`src/rtl/inert_poll_pkg.sv`:
```
// inert_poll_pkg: sequencer state encoding, SPI init list and channel address map.
package inert_poll_pkg;

  typedef enum logic [1:0] {PWR_DLY, INIT_XFER, WAIT_INT, RD_XFER} state_t;

  localparam int unsigned NUM_INIT = 4;
  localparam logic        READ_BIT = 1'b1;

  localparam logic [15:0] INIT_CMDS [NUM_INIT] = '{16'h0D02, 16'h1053, 16'h1150, 16'h1460};
  localparam logic [6:0]  CH_ADDR_L [8] = '{7'h24, 7'h26, 7'h2A, 7'h2C, 7'h20, 7'h22, 7'h28, 7'h2E};

  // Byte b reads channel b>>1; odd bytes address the high register (low + 1, wraps mod 128).
  function automatic logic [15:0] rd_cmd(input logic [3:0] b);
    logic [6:0] addr;
    addr = CH_ADDR_L[b[3:1]] + {6'd0, b[0]};
    return {READ_BIT, addr, 8'h00};
  endfunction

endpackage

```
`src/rtl/inert_poll_seq_sync.sv`:
```
// inert_int_sync: two-flop synchroniser for the sensor INT line, with rising-edge strobe.
module inert_int_sync (
  input  logic clk,
  input  logic rst,
  input  logic async_in,
  output logic sync,
  output logic rise
);

  logic meta;
  logic prev;

  always_ff @(posedge clk or posedge rst) begin
    if (rst) begin
      meta <= 1'b0;
      sync <= 1'b0;
      prev <= 1'b0;
    end else begin
      meta <= async_in;
      sync <= meta;
      prev <= sync;
    end
  end

  assign rise = sync & ~prev;

endmodule

```
`src/rtl/inert_poll_seq.sv`:
```
// inert_poll_seq: SPI init list after power-up, then NUM_CH-channel burst read per sensor INT.
// Optional INT watchdog (to_err, init restart) enabled by defining INERT_POLL_WDOG_EN.
module inert_poll_seq
  import inert_poll_pkg::*;
#(
  parameter int unsigned NUM_CH    = 4,
  parameter int unsigned PWR_DLY_W = 16,
  parameter int unsigned TO_W      = 20
) (
  input  logic                 clk,
  input  logic                 rst,
  input  logic                 INT,
  output logic                 snd,
  output logic [15:0]          cmd,
  input  logic                 done,
  input  logic [15:0]          resp,
  output logic [16*NUM_CH-1:0] ch_data,
  output logic                 vld,
  output logic                 ovr,
  input  logic                 ovr_clr,
  output logic                 to_err,
  output logic                 init_done
);

  localparam int unsigned     B_W      = $clog2(2 * NUM_CH);
  localparam logic [B_W-1:0]  B_LAST   = B_W'(2 * NUM_CH - 1);
  localparam logic [1:0]      IDX_LAST = 2'(NUM_INIT - 1);

  state_t               state;
  logic [PWR_DLY_W-1:0] pwr_cnt;
  logic [1:0]           idx;
  logic [B_W-1:0]       b;
  logic [16*NUM_CH-1:0] stage;
  logic                 upd;
  logic                 int_lvl;
  logic                 int_rise;
  logic                 unused_ok;

  assign unused_ok = &{1'b0, resp[15:8]};

  inert_int_sync u_sync (
    .clk      (clk),
    .rst      (rst),
    .async_in (INT),
    .sync     (int_lvl),
    .rise     (int_rise)
  );

`ifdef INERT_POLL_WDOG_EN
  logic [TO_W-1:0] wd_cnt;
`else
  localparam int unsigned TO_W_UNUSED = TO_W;
  assign to_err = 1'b0;
`endif

  always_ff @(posedge clk or posedge rst) begin
    if (rst) begin
      state     <= PWR_DLY;
      pwr_cnt   <= '0;
      idx       <= '0;
      b         <= '0;
      stage     <= '0;
      upd       <= 1'b0;
      ch_data   <= '0;
      vld       <= 1'b0;
      ovr       <= 1'b0;
      init_done <= 1'b0;
      snd       <= 1'b0;
      cmd       <= '0;
`ifdef INERT_POLL_WDOG_EN
      wd_cnt    <= '0;
      to_err    <= 1'b0;
`endif
    end else begin
      snd <= 1'b0;
      upd <= 1'b0;
      vld <= upd;
      // Staging is copied only after the last byte, so ch_data never shows a partial set.
      if (upd)
        ch_data <= stage;

      if (ovr_clr)
        ovr <= 1'b0;
      else if (int_rise && state == RD_XFER && init_done)
        ovr <= 1'b1;

`ifdef INERT_POLL_WDOG_EN
      wd_cnt <= '0;
`endif

      case (state)
        PWR_DLY: begin
          pwr_cnt <= pwr_cnt + 1'b1;
          if (&pwr_cnt) begin
            snd   <= 1'b1;
            cmd   <= INIT_CMDS[0];
            idx   <= '0;
            state <= INIT_XFER;
          end
        end
        INIT_XFER: begin
          if (done) begin
            if (idx != IDX_LAST) begin
              idx <= idx + 1'b1;
              snd <= 1'b1;
              cmd <= INIT_CMDS[idx + 2'd1];
            end else begin
              init_done <= 1'b1;
              state     <= WAIT_INT;
            end
          end
        end
        WAIT_INT: begin
          if (int_lvl) begin
            snd   <= 1'b1;
            cmd   <= rd_cmd(4'd0);
            b     <= '0;
            state <= RD_XFER;
          end
`ifdef INERT_POLL_WDOG_EN
          else if (&wd_cnt) begin
            to_err    <= 1'b1;
            init_done <= 1'b0;
            idx       <= '0;
            snd       <= 1'b1;
            cmd       <= INIT_CMDS[0];
            state     <= INIT_XFER;
          end else begin
            wd_cnt <= wd_cnt + 1'b1;
          end
`endif
        end
        RD_XFER: begin
          if (done) begin
            stage[8*b +: 8] <= resp[7:0];
            if (b != B_LAST) begin
              b   <= b + 1'b1;
              snd <= 1'b1;
              cmd <= rd_cmd(4'(b + 1'b1));
            end else begin
              upd   <= 1'b1;
              state <= WAIT_INT;
            end
          end
        end
        default: state <= PWR_DLY;
      endcase
    end
  end

endmodule

```
`config.mk`:
```
export PLATFORM = sky130hd
export DESIGN_NAME = inert_poll_seq
export DESIGN_NICKNAME = d
export VERILOG_FILES = /design/src/rtl/inert_poll_pkg.sv /design/src/rtl/inert_poll_seq_sync.sv /design/src/rtl/inert_poll_seq.sv
export SDC_FILE = /design/constraint.sdc
export NUM_CORES = 1
export LEC_CHECK = 0
export ABC_CLOCK_PERIOD_IN_PS = 7000
export BUFFER_PORTS_ARGS = -buffer_cell sky130_fd_sc_hd__buf_4
export CAP_MARGIN = 20
export CORE_MARGIN = 10
export CORE_UTILIZATION = 57
export DETAILED_ROUTE_END_ITERATION = 7
export GPL_ROUTABILITY_DRIVEN = 0
export GPL_TIMING_DRIVEN = 0
export PLACE_DENSITY = 0.8
export SYNTH_ARGS = -nofsm -noshare
export SYNTH_HDL_FRONTEND = slang
export SYNTH_SLANG_ARGS = --single-unit
```
`constraint.sdc`:
```
create_clock -name clk -period 7 [get_ports clk]
set_input_delay 1.05 -clock clk [delete_from_list [all_inputs] [get_ports clk]]
set_output_delay 1.05 -clock clk [all_outputs]
set_load 0.02 [all_outputs]
```
==> flow_summary.yaml, run 1 <==
power_and_ir_drop:
  power.density_nw_per_um2: 226.5
  p_leak_nw: 4.486
  vdd_drop_max_mv: 0.1461
synthesis:
  synth_top_family_by_area: "multiplexers"
  ys_seq_area_share_pct: 59.82
  synth-simple-area-share_pct: 8.779
  synth-xor-area-share_pct: 2.106
  synth_mux_area_share_pct: 21.70
  synthAdderAreaFrac_pct: 2.124
  ys_types: 47
  syn_area_per_cell_um2: 13.65
  yosys.area.top_type: "dfrtp_1"
  syn_inst: 518
  synth-edff-count: 0
  synth-compound-area-share_pct: 2.496
  synth.area.top_cells: "dfrtp_1 60%, mux2_2 19%, ha_1 2.1%"
  yosysWarnings: 0
  async_flop_share_pct: 100.0
  synth_seq_cells: 169
  synth_top_area_share_pct: 59.82
  synth_ff_type: "dfrtp_1"
  syn_area_um2: 7069
sta:
  fin_ws_ns: 4.238
  worst_slew_pin_slew_ns: 0.7720
  clock_skew_ns: 0.007651
  maxSlewHeadroom_pct: 48.35
  final-hold-violation-count: 0
  rsz0062_at_grt: "no"
  fmax_ghz: 0.3621
  fin_crit_sh_pct: 39.46
  timing.final.crit_period_ns: 2.762
  setup_tns_ns: 0
  setup_viol: 0
  slew_violations: 0
drt:
  wl_per_cell_um: 18.68
  vias: 4388
  dr.pass1.iters: 5
  antenna_left: 0
  route.detailed.drc: 0
  viasPerCell: 5.391
  drt-initial-drc-count: 295
  wl_um: 15210
clock_network:
  clk_pin_slew_ns: 0.06
  cts_resized: 0
  clk_path_buf_depth: 2
  clock_sinks: 169
  htreeDepth: 4
  cts_setup_buffers: 0
  cts_hold_buf: 0
  root_buffer: "clkbuf_16"
  cts_tree: "built"
  clock_latency_ns: 0.43
  cts_made_buffers: 17
outcome:
  status: "completed"
layout:
  nets: 667
  fill_cells: 820
  drive_gt1_share_pct: 41.33
  syn2layout_area_growth_pct: 21.72
  n_antenna_cell: 0
global_route:
  grt_start_max_net_pins: 98
  grt_pass1_wl_um: 25160
  gr-total-overflow: 0
  grt_pass1_vias: 4751
  globalRouteTotalUtil_pct: 18.09
  antenna_found_initial: 0
die:
  dieHeight_um: 131.4
  initial_core_util_pct: 58.61
  io_pins: 106
  row_count: 40
  die_w_um: 131.4
  core-area_um2: 12060
  die_area_um2: 17260
critical_path:
  cp_data_arrival_time_ns: 3.07
  path_max_fanout: 8
  crit_required_ns: 7.31
  reg2reg_slack_ns: 4.24
  crit_path_start_kind: "flip-flop"
  critPathCaptureType: "flip-flop"
  crit_type: "flip-flop to flip-flop"
  reg2reg_depth: 7
hold_path:
  hp-class: "flip-flop to flip-flop"
  holdPathStages: 0
place:
  io_buffers: 92
  pre_cts_ws_ns: 4.280
  dpl.hpwl_um: 10740
job:
  maxCapViolCount: 0
==> layout by cell type (no fill, tap or decap), types with 8 or more instances in the layout <==
cell type	count
and2_1	8
mux2_2	122
ha_1	12
mux2i_1	10
buf_4	99
nor2_1	19
dfrtp_1	169
and3_1	15
xnor2_1	11
clkbuf_16	17
inv_1	19
nand2_1	31
clkbuf_1	17
==> synth_stat cells (2+ instances only) <==
cell type	number
a21o_1	2
a21oi_1	2
a31oi_1	2
and2_1	8
and3_1	15
and3b_1	2
buf_2	3
buf_4	7
clkbuf_1	14
dfrtp_1	169
ha_1	12
inv_1	20
mux2_2	122
mux2_4	4
mux2i_1	10
nand2_1	31
nand2b_1	6
nand3_1	4
nand4_1	5
nor2_1	19
nor2b_1	3
nor3_1	5
nor3_2	3
nor3b_1	3
o211ai_1	3
o21ai_0	6
o21bai_1	2
o31ai_1	2
xnor2_1	11
xor2_1	6
==> per-stage QoR <==
step | instance area (µm²) | std cells | total power (W) | util (%) | hold WS [ns]
6_report | 8605 | 814 | 0.001949 | 71.34 | 0.3565
5_1_grt | 8605 | 814 | 0.002006 | 71.34 | 0.3726
4_1_cts | 8605 | 814 | 0.001958 | 71.34 | 0.3646
3_5_place_dp | 8018 | 783 | 0.001034 | 66.47 | 0.3417
3_3_place_gp | 7985 | 782 | 0.001030 | 66.20 | 0.3316
2_1_floorplan | 7084 | 522 | 0.001016 | - | 0.3312
==> registers in the layout, summed over array words and instances (netlist names) <==
name         flops
b                3
upd              1
pwr_cnt         16
u_sync.meta      1
init_done        1
idx              2
ovr              1
u_sync.prev      1
vld              1
u_sync.sync      1
cmd             10
stage           64
ch_data         64
snd              1
state            2
==> area by class of cell <==
cell class              instances  area, µm²  area share, %
flip-flops and latches        169       4229          49.15
multi-input cells             308       2649          30.78
repair buffers                 93      718.2          8.347
clock buffers                  22      464.2          5.395
well taps                     168      210.2          2.443
plain buffers                  25      131.4          1.527
clock inverters                 9      122.6          1.425
inverters                      20      80.08         0.9306
==> metal layers <==
layer / part of all wire [%] / vias to the layer above / global-route usage (%)
li1: - / 2018 / -
met1: 43 / 2249 / 22.12
met2: 50 / 99 / 29.59
met3: 5.7 / 22 / 5.716
met4: 1.7 / 0 / 6.366
met5: 0 / - / 0
==> power breakdown <==
part | switching [W] | internal, W | total (W) | leakage [nW]
Clock | 0.000360 | 0.000574 | 0.000934 | 0.290
Combinational | 0.0000276 | 0.00000866 | 0.0000363 | 1.92
Sequential | 0.000000622 | 0.000978 | 0.000979 | 2.27
Total | 0.000388 | 0.00156 | 0.00195 | 4.49
==> path summary, 6_finish.rpt <==
check / from / endpoint
hold reg to reg: u_sync.meta / u_sync.sync
min in group asynchronous: rst / stage[56]
max in group asynchronous: rst / stage[15]
setup / recovery: b[0] / stage[11]
hold / removal: u_sync.meta / u_sync.sync
setup reg to reg: b[0] / stage[11]
==> worst max-delay path: stages, from the launching register on <==
cell,delay [ns]
dfrtp_1,0.48
inv_1,0.14
ha_1,0.24
ha_1,0.27
clkbuf_1,0.29
nand2_1,0.17
nor2_1,0.64
mux2_2,0.42
==> cells by family after synthesis <==
logic type / Yosys count
adder cells (fa/ha/maj): 12
XOR/XNOR: 17
other: 1
flip-flops: 169
buffers and inverters: 45
AO/OA/AOI/OAI: 26
multiplexers: 136
AND/OR/NAND/NOR: 112
No activity file was read; power rests on OpenSTA's default activity.
==> run 2, diff against run 1 <==
--- a/config.mk
+++ b/config.mk
@@ -5,15 +5,16 @@
 export SDC_FILE = /design/constraint.sdc
 export NUM_CORES = 1
 export LEC_CHECK = 0
-export ABC_CLOCK_PERIOD_IN_PS = 7000
+export ABC_AREA = 1
+export ABC_CLOCK_PERIOD_IN_PS = 2450
 export BUFFER_PORTS_ARGS = -buffer_cell sky130_fd_sc_hd__buf_4
 export CAP_MARGIN = 20
 export CORE_MARGIN = 10
-export CORE_UTILIZATION = 57
+export CORE_UTILIZATION = 51
 export DETAILED_ROUTE_END_ITERATION = 7
 export GPL_ROUTABILITY_DRIVEN = 0
 export GPL_TIMING_DRIVEN = 0
-export PLACE_DENSITY = 0.8
+export PLACE_DENSITY = 0.75
 export SYNTH_ARGS = -nofsm -noshare
 export SYNTH_HDL_FRONTEND = slang
 export SYNTH_SLANG_ARGS = --single-unit
==> constraint.sdc (replaced) <==
create_clock -name clk -period 2.45 [get_ports clk]
set_input_delay 0.3675 -clock clk [delete_from_list [all_inputs] [get_ports clk]]
set_output_delay 0.3675 -clock clk [all_outputs]
set_load 0.02 [all_outputs]
==> run 2 against run 1 <==
Non-clock buffer count rose by 7. Maximum frequency is 26% higher. Sequential cell count stayed put. Clock-buffer cell count down 1. Sequential power grew to 4.1 times the previous value. Cell area grew 3.9%. Critical path depth increased by 2. Worst setup slack got worse by 4.0 ns. Worst hold slack got worse by 0.31 ns. Global-route usage down 0.85 points. Routed wire length rose by 7.3%. Critical path type unchanged.
==> flow_summary.yaml, run 2 <==
outcome:
  status: "completed"
drt:
  viasPerCell: 5.148
  antenna_left: 0
  wl_per_cell_um: 16.69
  dr.pass1.iters: 5
  wl_um: 16320
  vias: 5035
  route.detailed.drc: 0
  drt-initial-drc-count: 303
sta:
  setup_viol: 0
  worst_slew_pin_slew_ns: 0.5416
  maxSlewHeadroom_pct: 63.89
  final-hold-violation-count: 0
  fmax_ghz: 0.4576
  clock_skew_ns: 0.009461
  timing.final.crit_period_ns: 2.185
  fin_crit_sh_pct: 89.20
  rsz0062_at_grt: "no"
  slew_violations: 0
layout:
  nets: 818
  reg_top3: "ch_data (64), stage (64), pwr_cnt (16)"
  drive_gt1_share_pct: 35.71
  postLayoutCellArea_um2: 8942
  syn2layout_area_growth_pct: 22.61
  layout_common_cells: "169 x dfrtp_1, 136 x nand2_1, 100 x buf_4"
  fin_util_pct: 64.17
  n_antenna_cell: 0
  final_common_cell: "dfrtp_1"
die:
  initial_core_util_pct: 52.34
  die_w_um: 139.6
  core-area_um2: 13930
  dieHeight_um: 139.6
  io_pins: 106
  die_area_um2: 19480
  row_count: 43
global_route:
  grt_start_max_net_pins: 46
  grt_pass1_wl_um: 27280
  grt_pass1_vias: 5135
  antenna_found_initial: 0
  globalRouteTotalUtil_pct: 17.24
  gr-total-overflow: 0
critical_path:
  critPathCaptureType: "flip-flop"
  crit_buf_inv: 3
  reg2reg_slack_ns: 0.26
  crit_required_ns: 2.76
  path_max_fanout: 11
  cpMostUsedCell: "ha_1"
  reg2reg_depth: 9
  cp-endpoint: "stage[49]"
  critPathTopFamily: "buffers and inverters"
  crit_chain: "buf_4 -> inv_2 -> ha_1 -> ha_1 -> a31oi_2 -> nand2_2 -> buf_6 -> nand2_1 -> o21ai_2"
  slowest_delay_ns: 0.41
  r2r-start: "b[0]"
  timing.rr.end: "stage[49]"
  crit_type: "flip-flop to flip-flop"
  cp.depth: 9
  critPathLaunch: "b[0]"
  crit_path_start_kind: "flip-flop"
  cp_data_arrival_time_ns: 2.49
  slowest_stage: "dfrtp_1"
clock_network:
  root_buffer: "clkbuf_16"
  clk_pin_slew_ns: 0.06
  cts_setup_buffers: 0
  clk_path_buf_depth: 2
  cts_resized: 0
  htreeDepth: 4
  clock_sinks: 169
  cts_made_buffers: 17
  clock_latency_ns: 0.43
  cts_tree: "built"
synthesis:
  async_flop_share_pct: 100.0
  syn_area_um2: 7293
  yosysWarnings: 0
  ys_seq_area_share_pct: 57.99
  synth-edff-count: 0
  syn_inst: 665
  synth_top_area_share_pct: 57.99
  yosys-top-cells-count: "169 x dfrtp_1, 136 x nand2_1, 56 x mux2_2"
  synth_seq_cells: 169
  ys_types: 36
  synth.area.top_cells: "dfrtp_1 58%, mux2_2 8.6%, nand2_1 7.0%"
  yosysMostFrequentCell: "dfrtp_1"
  yosys.area.top_type: "dfrtp_1"
  synth_ff_type: "dfrtp_1"
  syn_area_per_cell_um2: 10.97
job:
  maxCapViolCount: 0
place:
  dpl.hpwl_um: 12310
  io_buffers: 92
  dpl_cell_area_um2: 8308
power_and_ir_drop:
  vdd_drop_max_mv: 0.6223
  p_leak_nw: 4.503
  power.density_nw_per_um2: 1170
hold_path:
  hp-class: "input pin to flip-flop"
[run 2: changes by cell type after synthesis, sizes merged, moves of 10 or more]
cell	previous run	this run
inv	20	57
buf	11	24
clkbuf	14	4
nor2	19	38
o21ai	7	74
a21oi	2	12
and3	15	0
mux2	126	56
mux2i	10	0
nand2	31	147
nand3	4	24
[run 2: where the power goes]
part           leakage, nW  switching [W]  internal (W)  total [W]
sequential            2.25       0.000479       0.00358    0.00406
combinational         1.96        0.00221       0.00142    0.00363
clock                0.297        0.00107       0.00171    0.00277
[run 2: how the worst min path moves through the flow]
stage / start / to / depth (start not counted)
6_report: INT / u_sync.meta / 1
3_5_place_dp: u_sync.meta / u_sync.sync / 0
2_1_floorplan: u_sync.meta / u_sync.sync / 0
4_1_cts: INT / u_sync.meta / 1
5_1_grt: INT / u_sync.meta / 1
3_3_place_gp: u_sync.meta / u_sync.sync / 0
[run 2: layer usage]
| layer | vias up | routed length (µm) | global-route usage (%) |
|---|---|---|---|
| li1 | 2419 | - | - |
| met4 | 0 | 264 | 6.359 |
| met2 | 138 | 8238 | 28.57 |
| met5 | - | 0 | 0 |
| met3 | 26 | 980 | 5.240 |
| met1 | 2452 | 6839 | 20.72 |
[run 2: cell families after synthesis]
logic type               share of synthesized area (%)
XOR/XNOR                                         1.561
buffers and inverters                            5.816
multiplexers                                     8.646
other                                          0.05142
AND/OR/NAND/NOR                                  14.99
AO/OA/AOI/OAI                                    8.887
adder cells (fa/ha/maj)                          2.059
flip-flops                                       57.99
[run 2: area by class of cell]
cell class	count	area, µm²
clock buffers	21	480.5
repair buffers	97	780.7
flip-flops and latches	169	4229
plain buffers	28	205.2
inverters	58	222.7
clock inverters	11	143.9
well taps	180	225.2
multi-input cells	414	2655
fillers	1098	4992
[run 2: per-stage QoR]
| step | setup slack [ns] | cells | hold slack [ns] | power (W) | TNS [ns] |
|---|---|---|---|---|---|
| after floorplan | -0.07223 | 669 | 0.3312 | 0.006378 | -12.21 |
| after global placement | -0.8994 | 941 | 0.3403 | 0.007588 | -150.64 |
| after detailed placement | 0.2943 | 945 | 0.3347 | 0.007753 | 0 |
| after CTS | 0.2733 | 978 | 0.02590 | 0.01055 | 0 |
| after global routing | 0.1065 | 978 | 0.02591 | 0.01109 | 0 |
| final | 0.2646 | 978 | 0.04228 | 0.01046 | 0 |
[run 2: timing repair]
item                                   in CTS  in global routing
hold buffers                                1                  0
endpoints found under the hold margin      11                  0
setup endpoints to repair                   0                  0
==> run 3, diff against run 2 <==
--- a/config.mk
+++ b/config.mk
@@ -5,7 +5,6 @@
 export SDC_FILE = /design/constraint.sdc
 export NUM_CORES = 1
 export LEC_CHECK = 0
-export ABC_AREA = 1
 export ABC_CLOCK_PERIOD_IN_PS = 2450
 export BUFFER_PORTS_ARGS = -buffer_cell sky130_fd_sc_hd__buf_4
 export CAP_MARGIN = 20
==> run 3 against run 2 <==
Sequential power decreased by 31%. Routed wire length decreased by 7.3%. Critical path depth decreased by 4. Clock skew decreased by 0.0042 ns. Largest power group is now the clock network. Highest routed layer unchanged.
==> flow_summary.yaml, run 3 (synthesized netlist as in run 1, its figures left out) <==
layout:
  final_common_cell: "dfrtp_1"
  seq_area_um2: 4230
  reg_top3: "ch_data (64), stage (64), pwr_cnt (16)"
  drive_gt1_share_pct: 42.92
  nets: 670
  multiInputGateArea_um2: 2676
  syn2layout_area_growth_pct: 24.30
  fill_cells: 985
  n_antenna_cell: 0
  fin_util_pct: 65.57
  layoutNonFillerInstCount: 826
  layout_common_cells: "168 x dfrtp_1, 122 x mux2_2, 99 x buf_4"
drt:
  vias: 4411
  drt-initial-drc-count: 237
  wl_per_cell_um: 18.32
  viasPerCell: 5.340
  route.detailed.drc: 0
  antenna_left: 0
  dr.pass1.iters: 4
  wl_um: 15130
place:
  io_buffers: 92
  dpl.hpwl_um: 11160
  placed_cells: 794
power_and_ir_drop:
  p_clk_share_pct: 50.5
  vdd_drop_max_mv: 0.3879
  switching_share_pct: 19.32
  p_leak_nw: 4.534
  switching_power_w: 0.001137
  seq_power_share_pct: 47.5
  intPower_w: 0.004747
  power.density_nw_per_um2: 669.6
  pwr-share-comb_pct: 2.0
sta:
  clock_skew_ns: 0.005230
  fmax_ghz: 0.4261
  rsz0062_at_grt: "no"
  timing.final.crit_period_ns: 2.347
  worst_slew_pin_slew_ns: 0.7636
  fin_crit_sh_pct: 95.79
  setup_viol: 0
  maxSlewHeadroom_pct: 48.82
  final-hold-violation-count: 0
  slew_violations: 0
critical_path:
  crit_required_ns: 2.75
  reg2reg_slack_ns: 0.10
  crit_path_start_kind: "flip-flop"
  path_max_fanout: 8
  crit_buf_inv: 1
  cp_data_arrival_time_ns: 2.65
  crit_chain: "inv_1 -> ha_1 -> ha_2 -> nor3_2 -> mux2_2"
  reg2reg_depth: 5
  slowest_stage: "nor3_2"
  cp.depth: 5
  slowest_delay_ns: 0.66
  critPathLaunch: "b[0]"
  critPathCaptureType: "flip-flop"
  critPathTopFamily: "simple AND/OR/NAND/NOR gates"
  timing.rr.end: "stage[60]"
  r2r-start: "b[0]"
  crit_type: "flip-flop to flip-flop"
global_route:
  grt_pass1_vias: 4614
  antenna_found_initial: 0
  gr-total-overflow: 0
  grt_pass1_wl_um: 24490
  globalRouteTotalUtil_pct: 16.49
  grt_start_max_net_pins: 45
clock_network:
  cts_tree: "built"
  htreeDepth: 4
  cts_made_buffers: 17
  root_buffer: "clkbuf_16"
  clk_path_buf_depth: 2
  clock_sinks: 169
  clk_pin_slew_ns: 0.06
  clock_latency_ns: 0.42
hold_path:
  min_from: "INT"
  min_to: "u_sync.meta"
  holdPathStages: 1
  hp-class: "input pin to flip-flop"
job:
  maxCapViolCount: 0
die:
  row_count: 42
  core-area_um2: 13400
  io_pins: 106
  initial_core_util_pct: 52.75
  die_w_um: 137.7
  die_area_um2: 18970
  dieHeight_um: 137.7
outcome:
  status: "completed"
run 3: per-stage QoR:
stage / area, µm² / setup slack, ns / hold slack [ns] / power [W] / setup TNS [ns]
after CTS: 8771 / -0.02393 / 0.03512 / 0.005935 / -0.08515
final: 8787 / 0.1032 / 0.05240 / 0.005884 / 0
after global routing: 8787 / 0.02786 / 0.03717 / 0.006075 / 0
after detailed placement: 8079 / -0.2942 / 0.3358 / 0.002964 / -7.187
after floorplan: 7088 / -0.07223 / 0.3312 / 0.002902 / -12.21
after global placement: 7999 / -0.9109 / 0.3316 / 0.002946 / -156.37
run 3: layer usage:
metal | vias to the layer above | GRT usage [%] | routed length (µm)
met1 | 2267 | 20.68 | 6332
met5 | - | 0 | 0
li1 | 2014 | - | -
met3 | 25 | 4.516 | 1017
met2 | 105 | 26.74 | 7522
met4 | 0 | 6.141 | 257
run 3: timing repair:
item                                   in CTS  in global routing
endpoints found under the hold margin      16                  0
resized for setup                           4                  5
setup endpoints to repair                  64                 58
buffers inserted                            0                  0
cloned                                      0                  0
hold buffers                                1                  0
run 3: power groups by stage:
stage | Sequential (W) | Clock, W | Combinational [W]
finish | 0.00280 | 0.00297 | 0.000116
global route | 0.00279 | 0.00315 | 0.000130
CTS | 0.00279 | 0.00302 | 0.000120
detailed placement | 0.00285 | 0 | 0.000118
global placement | 0.00285 | 0 | 0.0000982
floorplan | 0.00285 | 0 | 0.0000557
run 3: worst max-delay path by stage:
stage | slack [ns] | end
after floorplan | -0.07 | b[0]
after global placement | -0.91 | stage[15]
after detailed placement | -0.29 | stage[17]
after CTS | -0.02 | stage[60]
after global routing | 0.03 | stage[57]
final | 0.10 | stage[60]
run 3: final cells by class:
class	count	area share [%]
buffer	24	1.452
clock buffer	22	5.510
clock inverter	10	2.150
inverter	20	0.8971
multi-input combinational	308	30.46
sequential	169	48.14
tap	176	2.506
timing repair buffer	97	8.885
